$ cat src/rtl/lif_pkg.sv
// Shared types and helpers for the LIF neuron array.
package lif_pkg;

    typedef enum logic [1:0] {
        IDLE   = 2'd0,
        UPDATE = 2'd1,
        DONE   = 2'd2
    } lif_state_e;

    localparam logic CFG_SEL_WEIGHT = 1'b0;
    localparam logic CFG_SEL_THRESH = 1'b1;

    // Two extra bits hold the sign and the carry of V - leak + weight.
    function automatic int clamp_w(input int width);
        return width + 2;
    endfunction

    function automatic int refrac_cnt_w(input int steps);
        return (steps < 1) ? 1 : $clog2(steps + 1);
    endfunction

endpackage

$ cat src/rtl/lif_neuron_array_if.sv
// Step handshake, spike output and configuration bus of the LIF neuron array.
interface lif_neuron_array_if #(
    parameter int NUM_NEURONS = 4,
    parameter int WIDTH       = 8
);
    localparam int ADDR_W = $clog2(NUM_NEURONS);

    logic                   step_valid;
    logic                   step_ready;
    logic [NUM_NEURONS-1:0] in_spikes;
    logic                   out_valid;
    logic [NUM_NEURONS-1:0] out_spikes;
    logic                   cfg_we;
    logic                   cfg_sel;
    logic [ADDR_W-1:0]      cfg_addr;
    logic [WIDTH-1:0]       cfg_data;
    logic                   cfg_err;

    modport master (
        output step_valid, in_spikes, cfg_we, cfg_sel, cfg_addr, cfg_data,
        input  step_ready, out_valid, out_spikes, cfg_err
    );

    modport slave (
        input  step_valid, in_spikes, cfg_we, cfg_sel, cfg_addr, cfg_data,
        output step_ready, out_valid, out_spikes, cfg_err
    );
endinterface

$ cat src/rtl/lif_update.sv
// Combinational single-neuron leak/integrate/fire datapath.
// LIF_REFRACTORY_EN adds the refractory counter ports.
module lif_update
    import lif_pkg::*;
#(
    parameter int WIDTH        = 8,
    parameter int LEAK_SHIFT   = 3,
    parameter int REFRAC_STEPS = 2,
    localparam int CNT_W       = refrac_cnt_w(REFRAC_STEPS)
) (
    input  logic [WIDTH-1:0]        v,
    input  logic signed [WIDTH-1:0] weight,
    input  logic                    spike,
    input  logic [WIDTH-1:0]        threshold,
`ifdef LIF_REFRACTORY_EN
    input  logic [CNT_W-1:0]        cnt,
    output logic [CNT_W-1:0]        cnt_next,
`endif
    output logic [WIDTH-1:0]        v_next,
    output logic                    fire
);
    localparam int DW = clamp_w(WIDTH);
    localparam logic signed [DW-1:0] VMAX = {2'b00, {WIDTH{1'b1}}};

    logic [WIDTH-1:0]     leak;
    logic signed [DW-1:0] t;
    logic [WIDTH-1:0]     t_clamp;

    always_comb begin
        leak = (LEAK_SHIFT == 0) ? '0 : (v >> LEAK_SHIFT);
        t    = $signed({2'b00, v}) - $signed({2'b00, leak});
        if (spike)
            t = t + $signed({{2{weight[WIDTH-1]}}, weight});

        if (t < 0)
            t_clamp = '0;
        else if (t > VMAX)
            t_clamp = '1;
        else
            t_clamp = t[WIDTH-1:0];

        fire   = (t_clamp >= threshold);
        v_next = fire ? '0 : t_clamp;
`ifdef LIF_REFRACTORY_EN
        cnt_next = cnt;
        // A refractory neuron keeps its potential untouched and stays silent.
        if (cnt != '0) begin
            v_next   = v;
            fire     = 1'b0;
            cnt_next = cnt - CNT_W'(1);
        end else if (fire) begin
            cnt_next = CNT_W'(REFRAC_STEPS);
        end
`endif
    end

endmodule

$ cat src/rtl/lif_neuron_array.sv
// Time-multiplexed LIF neuron array: one neuron updated per cycle, one spike
// vector out per step. LIF_REFRACTORY_EN enables per-neuron refractory counters.
module lif_neuron_array
    import lif_pkg::*;
#(
    parameter int NUM_NEURONS  = 4,
    parameter int WIDTH        = 8,
    parameter int LEAK_SHIFT   = 3,
    parameter int THRESH_INIT  = 200,
    parameter int REFRAC_STEPS = 2
) (
    input  logic              clk,
    input  logic              rst_n,
    input  logic              ena,
    lif_neuron_array_if.slave bus
);
    localparam int ADDR_W = $clog2(NUM_NEURONS);
    localparam int CNT_W  = refrac_cnt_w(REFRAC_STEPS);

    lif_state_e                         state;
    logic [ADDR_W-1:0]                  idx;
    logic [NUM_NEURONS-1:0]             spikes_q;
    logic [NUM_NEURONS-1:0]             scratch_q;
    logic [NUM_NEURONS-1:0]             scratch_nx;
    logic [NUM_NEURONS-1:0][WIDTH-1:0]  v_q;
    logic [NUM_NEURONS-1:0][WIDTH-1:0]  w_q;
    logic [WIDTH-1:0]                   thresh_q;
    logic [NUM_NEURONS-1:0]             out_spikes_q;
    logic                               out_valid_q;
    logic                               cfg_err_q;
    logic [WIDTH-1:0]                   v_next;
    logic                               fire;
    logic                               addr_ok;
    logic                               cfg_ok;
    logic                               cfg_bad;
`ifdef LIF_REFRACTORY_EN
    logic [NUM_NEURONS-1:0][CNT_W-1:0]  cnt_q;
    logic [CNT_W-1:0]                   cnt_next;
`endif

    assign bus.step_ready = (state == IDLE);
    assign bus.out_spikes = out_spikes_q;
    // Pulses are masked while disabled but the registers themselves are frozen.
    assign bus.out_valid  = out_valid_q & ena;
    assign bus.cfg_err    = cfg_err_q & ena;

    assign addr_ok = int'(bus.cfg_addr) < NUM_NEURONS;
    assign cfg_ok  = bus.cfg_we && (state == IDLE) &&
                     ((bus.cfg_sel == CFG_SEL_THRESH) || addr_ok);
    assign cfg_bad = bus.cfg_we && !cfg_ok;

    lif_update #(
        .WIDTH        (WIDTH),
        .LEAK_SHIFT   (LEAK_SHIFT),
        .REFRAC_STEPS (REFRAC_STEPS)
    ) u_update (
        .v         (v_q[idx]),
        .weight    (w_q[idx]),
        .spike     (spikes_q[idx]),
        .threshold (thresh_q),
`ifdef LIF_REFRACTORY_EN
        .cnt       (cnt_q[idx]),
        .cnt_next  (cnt_next),
`endif
        .v_next    (v_next),
        .fire      (fire)
    );

    always_comb begin
        scratch_nx      = scratch_q;
        scratch_nx[idx] = fire;
    end

    always_ff @(posedge clk or negedge rst_n) begin
        if (!rst_n) begin
            state        <= IDLE;
            idx          <= '0;
            spikes_q     <= '0;
            scratch_q    <= '0;
            v_q          <= '0;
            w_q          <= '0;
            thresh_q     <= WIDTH'(THRESH_INIT);
            out_spikes_q <= '0;
            out_valid_q  <= 1'b0;
            cfg_err_q    <= 1'b0;
`ifdef LIF_REFRACTORY_EN
            cnt_q        <= '0;
`endif
        end else if (ena) begin
            out_valid_q <= 1'b0;
            cfg_err_q   <= cfg_bad;

            if (cfg_ok) begin
                if (bus.cfg_sel == CFG_SEL_THRESH)
                    thresh_q <= bus.cfg_data;
                else
                    w_q[bus.cfg_addr] <= bus.cfg_data;
            end

            case (state)
                IDLE: begin
                    if (bus.step_valid) begin
                        spikes_q <= bus.in_spikes;
                        idx      <= '0;
                        state    <= UPDATE;
                    end
                end
                UPDATE: begin
                    v_q[idx]  <= v_next;
                    scratch_q <= scratch_nx;
`ifdef LIF_REFRACTORY_EN
                    cnt_q[idx] <= cnt_next;
`endif
                    // Publish on entry to DONE so out_valid is high during DONE.
                    if (idx == ADDR_W'(NUM_NEURONS - 1)) begin
                        out_spikes_q <= scratch_nx;
                        out_valid_q  <= 1'b1;
                        state        <= DONE;
                    end else begin
                        idx <= idx + ADDR_W'(1);
                    end
                end
                DONE:    state <= IDLE;
                default: state <= IDLE;
            endcase
        end
    end

endmodule

$ cat src/flat_wrapper.sv
// flat-port wrapper written by rule: the top's interface ports become plain ports
module lif_neuron_array_flat import lif_pkg::*;
#(
    parameter int NUM_NEURONS  = 4,
    parameter int WIDTH        = 8,
    parameter int LEAK_SHIFT   = 3,
    parameter int THRESH_INIT  = 200,
    parameter int REFRAC_STEPS = 2
)
  (clk, rst_n, ena, bus_step_valid, bus_in_spikes, bus_cfg_we, bus_cfg_sel, bus_cfg_addr, bus_cfg_data, bus_step_ready, bus_out_valid, bus_out_spikes, bus_cfg_err);
  lif_neuron_array_if #(.NUM_NEURONS(NUM_NEURONS), .WIDTH(WIDTH)) bus_i ();
  input  logic clk;
  input  logic rst_n;
  input  logic ena;
  input wire logic [$bits(bus_i.step_valid)-1:0] bus_step_valid;
  input wire logic [$bits(bus_i.in_spikes)-1:0] bus_in_spikes;
  input wire logic [$bits(bus_i.cfg_we)-1:0] bus_cfg_we;
  input wire logic [$bits(bus_i.cfg_sel)-1:0] bus_cfg_sel;
  input wire logic [$bits(bus_i.cfg_addr)-1:0] bus_cfg_addr;
  input wire logic [$bits(bus_i.cfg_data)-1:0] bus_cfg_data;
  output wire logic [$bits(bus_i.step_ready)-1:0] bus_step_ready;
  output wire logic [$bits(bus_i.out_valid)-1:0] bus_out_valid;
  output wire logic [$bits(bus_i.out_spikes)-1:0] bus_out_spikes;
  output wire logic [$bits(bus_i.cfg_err)-1:0] bus_cfg_err;
  assign bus_i.step_valid = bus_step_valid;
  assign bus_i.in_spikes = bus_in_spikes;
  assign bus_i.cfg_we = bus_cfg_we;
  assign bus_i.cfg_sel = bus_cfg_sel;
  assign bus_i.cfg_addr = bus_cfg_addr;
  assign bus_i.cfg_data = bus_cfg_data;
  assign bus_step_ready = bus_i.step_ready;
  assign bus_out_valid = bus_i.out_valid;
  assign bus_out_spikes = bus_i.out_spikes;
  assign bus_cfg_err = bus_i.cfg_err;
  lif_neuron_array #(.NUM_NEURONS(NUM_NEURONS), .WIDTH(WIDTH), .LEAK_SHIFT(LEAK_SHIFT), .THRESH_INIT(THRESH_INIT), .REFRAC_STEPS(REFRAC_STEPS)) u_core (.clk(clk), .rst_n(rst_n), .ena(ena), .bus(bus_i));
endmodule
$ cat config.mk
export PLATFORM = sky130hd
export DESIGN_NAME = lif_neuron_array_flat
export DESIGN_NICKNAME = d
export VERILOG_FILES = /design/src/rtl/lif_pkg.sv /design/src/rtl/lif_neuron_array_if.sv /design/src/rtl/lif_update.sv /design/src/rtl/lif_neuron_array.sv /design/src/flat_wrapper.sv
export SDC_FILE = /design/constraint.sdc
export NUM_CORES = 1
export LEC_CHECK = 0
export CAP_MARGIN = 25
export CORE_MARGIN = 10
export CORE_UTILIZATION = 60
export DETAILED_ROUTE_END_ITERATION = 16
export GPL_TIMING_DRIVEN = 0
export PLACE_DENSITY = 0.8
export SLEW_MARGIN = 30
export SYNTH_ARGS = -nofsm -noshare
export SYNTH_HDL_FRONTEND = slang
export SYNTH_HIERARCHICAL = 1
export SYNTH_SLANG_ARGS = --single-unit
$ cat constraint.sdc
create_clock -name clk -period 8.8 [get_ports clk]
set_input_delay 1.76 -clock clk [delete_from_list [all_inputs] [get_ports clk]]
set_output_delay 1.76 -clock clk [all_outputs]
set_load 0.05 [all_outputs]
# Word-level counts from Yosys, hierarchy flattened
# Cells that the tools add are included.
# Widths: inputs -> output; s select.
# totals
regBits	90
in_bits	20
# op_classes
magnitude_cmp	7
muxes	27
n_eq_ne	5
n_addsub	3
reduce_logical	14
bitwise	3
# ops
operator	n
$bwmux 32	2
$mux 8	7
$bmux 8 s2	2
$demux 8 s2	2
$reduce_and 3->1	5
$add 9x8->10	1
$gt 10x9->1 const B	1
$lt 10x1->1 const B	1
$mux 10	1
$sub 8x5->9	1
$ge 8x8->1	1
$mux 2	4
$pmux 2 s2	2
$lt 2x3->1 const B	2
$bwmux 4	1
$ge 2x1->1 const B	2
$logic_and 1x1->1	4
$mux 1	4
$ne 2x2->1 const B	2
$reduce_and 4->1	1
$add 2x1->2 const B	1
$and 1x1->1	2
$bmux 1 s2	1
$demux 1 s2	1
8 further kinds	8

# Logic depth before layout (Yosys ltp)
# logic_depth
depth_word	11
ltp_mapped	23
mapped_depth_nobuf	21

# Cells and area by module
# Netlist, hierarchy kept.
# modules_own_cells
mod	n_inst	cells_each	seq_area_each_um2	area_each_um2
lif_neuron_array	1	254	2255.9	4031.4
lif_update	1	147	0.0	1131.1

# Worst setup path before layout
# No wires, ideal clock.
# synth_timing
path_type	register -> register
startpoint	register u_core.idx[0]
endpoint	register u_core/v_q[0] (netlist bit)
stages_incl_launch_ff	22
arrival_time_ns	5.500
period_less_slack_ns	5.566
required_ns	8.734
n_path_buf	1
path_slack_ns	3.234
path_cell_list	dfrtp_1 -> buf_2 -> mux4_2 -> inv_1 -> ha_1 -> nor2b_1 -> o31a_1 -> o31a_1 -> or2_1 -> ha_1 -> a21oi_1 -> a21boi_2 -> a2bb2oi_1 -> mux2i_2 -> a221o_1 -> ha_1 -> nand2b_1 -> a211o_1 -> a211oi_2 -> o211ai_2 -> a221oi_1 -> mux2_2
# synth_via
elab_chain_len	11
# synth_rtl
item	line_no	source
from (decl)	lif_neuron_array.sv:21	logic [ADDR_W-1:0] idx;
from (signal assigned)	lif_neuron_array.sv:120	idx <= idx + ADDR_W'(1);
$bmux 8 s2	lif_neuron_array.sv:57	.v (v_q[idx]),
$mux 8 (not written as such)	lif_neuron_array.sv:57	
$sub 8x5->9	lif_update.sv:31	t = $signed({2'b00, v}) - $signed({2'b00, leak});
$add 9x8->10	lif_update.sv:33	t = t + $signed({{2{weight[WIDTH-1]}}, weight});
$mux 10 (*)	lif_update.sv:32	if (spike)
$gt 10x9->1	lif_update.sv:37	else if (t > VMAX)
$mux 8	lif_update.sv:37	
$mux 8 (*)	lif_update.sv:35	if (t < 0)
$ge 8x8->1	lif_update.sv:42	fire = (t_clamp >= threshold);
$mux 8 (*)	lif_update.sv:43	v_next = fire ? '0 : t_clamp;
net u_core.v_next[0]	lif_neuron_array.sv:31	logic [WIDTH-1:0] v_next;
$bwmux 32 (*)	lif_neuron_array.sv:109	v_q[idx] <= v_next;
to (signal, indexed assignment)	lif_neuron_array.sv:109	
to (decl)	lif_neuron_array.sv:25	logic [NUM_NEURONS-1:0][WIDTH-1:0] v_q;
# Mark *: on every way through the listed nets, which the timed path passes. The rest lies on a longest branch. The select of a mux whose other input is x is not followed.
# A chain may end at the register's enable or synchronous reset.

# Worst setup path in the final report
# layout_timing
startpoint	register u_core.idx[0]
endpoint	register u_core/v_q[25] (netlist bit)
# Same word-level chain as after synthesis.

==> out/results.ini <==
[cts]
cts.path.max_buffers = 2
cts-root-buf = clkbuf_8
cts_setup_buffers = 0
h-tree-depth = 3
numCtsBuffers = 9
insertion_delay_ns = 0.37
cts.clk_slew.worst_paths_ns = 0.10
cts_repair_resize_count = 0
cts_tree = yes
clock-sinks = 90
postCtsHoldBufs = 0

[finish]
final_cells = 548
utilization = 0.6949
area_delta_synth_final_pct = 11.71
drive_gt1_frac = 0.3183
fill_cells = 560
nNetsFinal = 488
diodes = 0

[worst_setup_path]
crit_start = u_core/idx[0]$_DFFE_PN0P_
cp-start-kind = register
reg2reg_slack_ns = 2.10
cp-end-kind = register
r2r_cells = 21
path_class = register to register
endpoint = u_core/v_q[25]$_DFFE_PN0P_
critPathArrivalTime_ns = 7.01
crit_fanout = 10
critical_path_required_ns = 9.11
r2r-end = u_core/v_q[25]$_DFFE_PN0P_
r2r_start = u_core/idx[0]$_DFFE_PN0P_

[logic_synthesis]
synth_edf_count = 0
synthCells = 401
synth_top_area_share = 0.4217
synth_nets = 451
postSynthAreaPerCell_sq_um = 12.87
async_flop_share = 1.000
synth_top_area_cell = dfrtp_1
yosysMostFrequentCell = dfrtp_1
yosysSeqAreaShare = 0.4370
syn_area_sq_um = 5162
synth_cell_type_count = 67
synth_ff_type = dfrtp_1
synth_area_leaders = dfrtp_1, mux2_2, mux4_2, ha_1, mux2_4
yosysWarningCount = 6
yosys_register_bits = 90
synth_common_cells = dfrtp_1, mux2_2, ha_1

[flow_run]
drv_cap = 0

[die]
die_h_um = 112.8
initial_utilization = 0.6220
io_pins = 27
dieArea_sq_um = 12710
rows = 33
core_sq_um = 8299
die_w_um = 112.8

[grt]
grt_pass1_wl_um = 17480
antenna_found_initial = 0
overflow = 0
grt_use_total = 0.1694
grt_max_degree = 62
grt_pass1_vias = 3483

[sta]
fin_setup_tns_ns = 0
fin_crit_sh = 0.7619
finalHoldViolations = 0
fmax_ghz = 0.1492
finalCriticalPeriod_ns = 6.704
worst_pin_slew_ns = 0.7499
clock_skew_ns = 0.01382
drv_slew = 0
setup_viol = 0
rsz0062_at_grt = no
relSlewSlack = 0.4974

[detailed_routing]
drt_iter0_markers = 150
antenna_left = 0
wire_per_inst_um = 19.37
drt_wl_total_um = 10610
viasPerCell = 6.252
drc = 0
drtPass1Iterations = 4
vias = 3426

[place]
hpwl_um = 7945
gp_congestion = 0.8715
placedCellCount = 532
port-buffer-count = 25

[worst_hold_path]
min_path_type = register to register
min_from = u_core/bus.out_spikes[0]$_DFFE_PN0P_

[status]
status = finished, final reports clean

## cell families after synthesis
group / synth area share
compound gates: 0.09234
simple gates: 0.07538
flops: 0.4370
xor+xnor: 0.01357
buf+inv: 0.03466
fa+ha+maj: 0.07562
mux: 0.2715
## per-layer routing
metal	global-route usage	up-vias	wire (um)
li1	-	1566	-
met1	0.2216	1780	4837
met2	0.2711	66	5203
met3	0.04120	14	382
met4	0.05245	0	189
met5	0	-	0
## cell usage in the layout, fill, tap and decap left out, types with 5 or more instances in the layout
master / netlist / layout
clkbuf_1: 5 / 5
mux4_2: 17 / 17
ha_1: 28 / 28
clkbuf_8: 0 / 11
o21ai_0: 9 / 9
inv_1: 27 / 27
mux2_2: 73 / 73
a21oi_1: 10 / 10
clkdlybuf4s50_1: 0 / 24
mux2_4: 8 / 8
a211oi_1: 15 / 15
nand2_1: 12 / 12
nor2_1: 13 / 13
dfrtp_1: 87 / 87
## flip-flops by register name (all words and copies together) (netlist names)
name and cells:
u_core/v_q 32, u_core/w_q 32, u_core/thresh_q 8, u_core/bus.out_spikes 4, u_core/scratch_q 4, u_core/spikes_q 4
u_core/idx 2, u_core/state 2, u_core/cfg_err_q 1, u_core/out_valid_q 1
## worst min path at each step
stage                                      endpoint  slack, ns  depth (start not counted)
5_1_grt                   u_core/v_q[4]$_DFFE_PN0P_       0.53                          1
2_1_floorplan            u_core/w_q[16]$_DFFE_PN0P_       0.47                          1
3_5_place_dp   u_core/bus.out_spikes[3]$_DFFE_PN0P_       0.47                          2
3_3_place_gp   u_core/bus.out_spikes[3]$_DFFE_PN0P_       0.46                          2
4_1_cts        u_core/bus.out_spikes[3]$_DFFE_PN0P_       0.50                          2
6_report       u_core/bus.out_spikes[0]$_DFFE_PN0P_       0.49                          2
## area by class of cell
cell class | count | area, sq um | share of cell area
Multi-Input combinational cell | 271 | 2728 | 0.4730
Clock buffer | 11 | 151.4 | 0.02625
Clock inverter | 5 | 42.54 | 0.007377
Sequential cell | 90 | 2256 | 0.3912
Buffer | 13 | 77.57 | 0.01345
Tap cell | 105 | 131.4 | 0.02278
Inverter | 27 | 101.3 | 0.01757
Timing Repair Buffer | 26 | 279.0 | 0.04838
## critical path, cell delays in order (launching register included)
cell       delay (ns)
dfrtp_1          0.47
buf_2            0.39
mux4_2           0.63
inv_1            0.14
ha_1             0.28
nor2b_1          0.16
o31a_1           0.30
o31a_1           0.27
or2_1            0.25
ha_1             0.34
a21oi_1          0.13
a21boi_2         0.16
a2bb2oi_1        0.25
mux2i_2          0.45
a221o_1          0.24
ha_1             0.23
nand2b_1         0.15
a211o_1          0.31
a211oi_2         0.36
o211ai_2         0.26
a211oi_1         0.59
mux2_2           0.28
## through the flow
| stage | area (sq um) | worst slack [ns] | hold slack [ns] |
|---|---|---|---|
| 2_1_floorplan | 5162 | 3.234 | 0.4739 |
| 4_1_cts | 5767 | 2.137 | 0.4999 |
| 3_5_place_dp | 5573 | 2.165 | 0.4698 |
| 3_3_place_gp | 5544 | 2.318 | 0.4647 |
| 5_1_grt | 5767 | 1.682 | 0.5302 |
| 6_report | 5767 | 2.096 | 0.4909 |
Power is not shown: default switching activity piles up to over one toggle a cycle in this logic, so the estimate is an artifact.
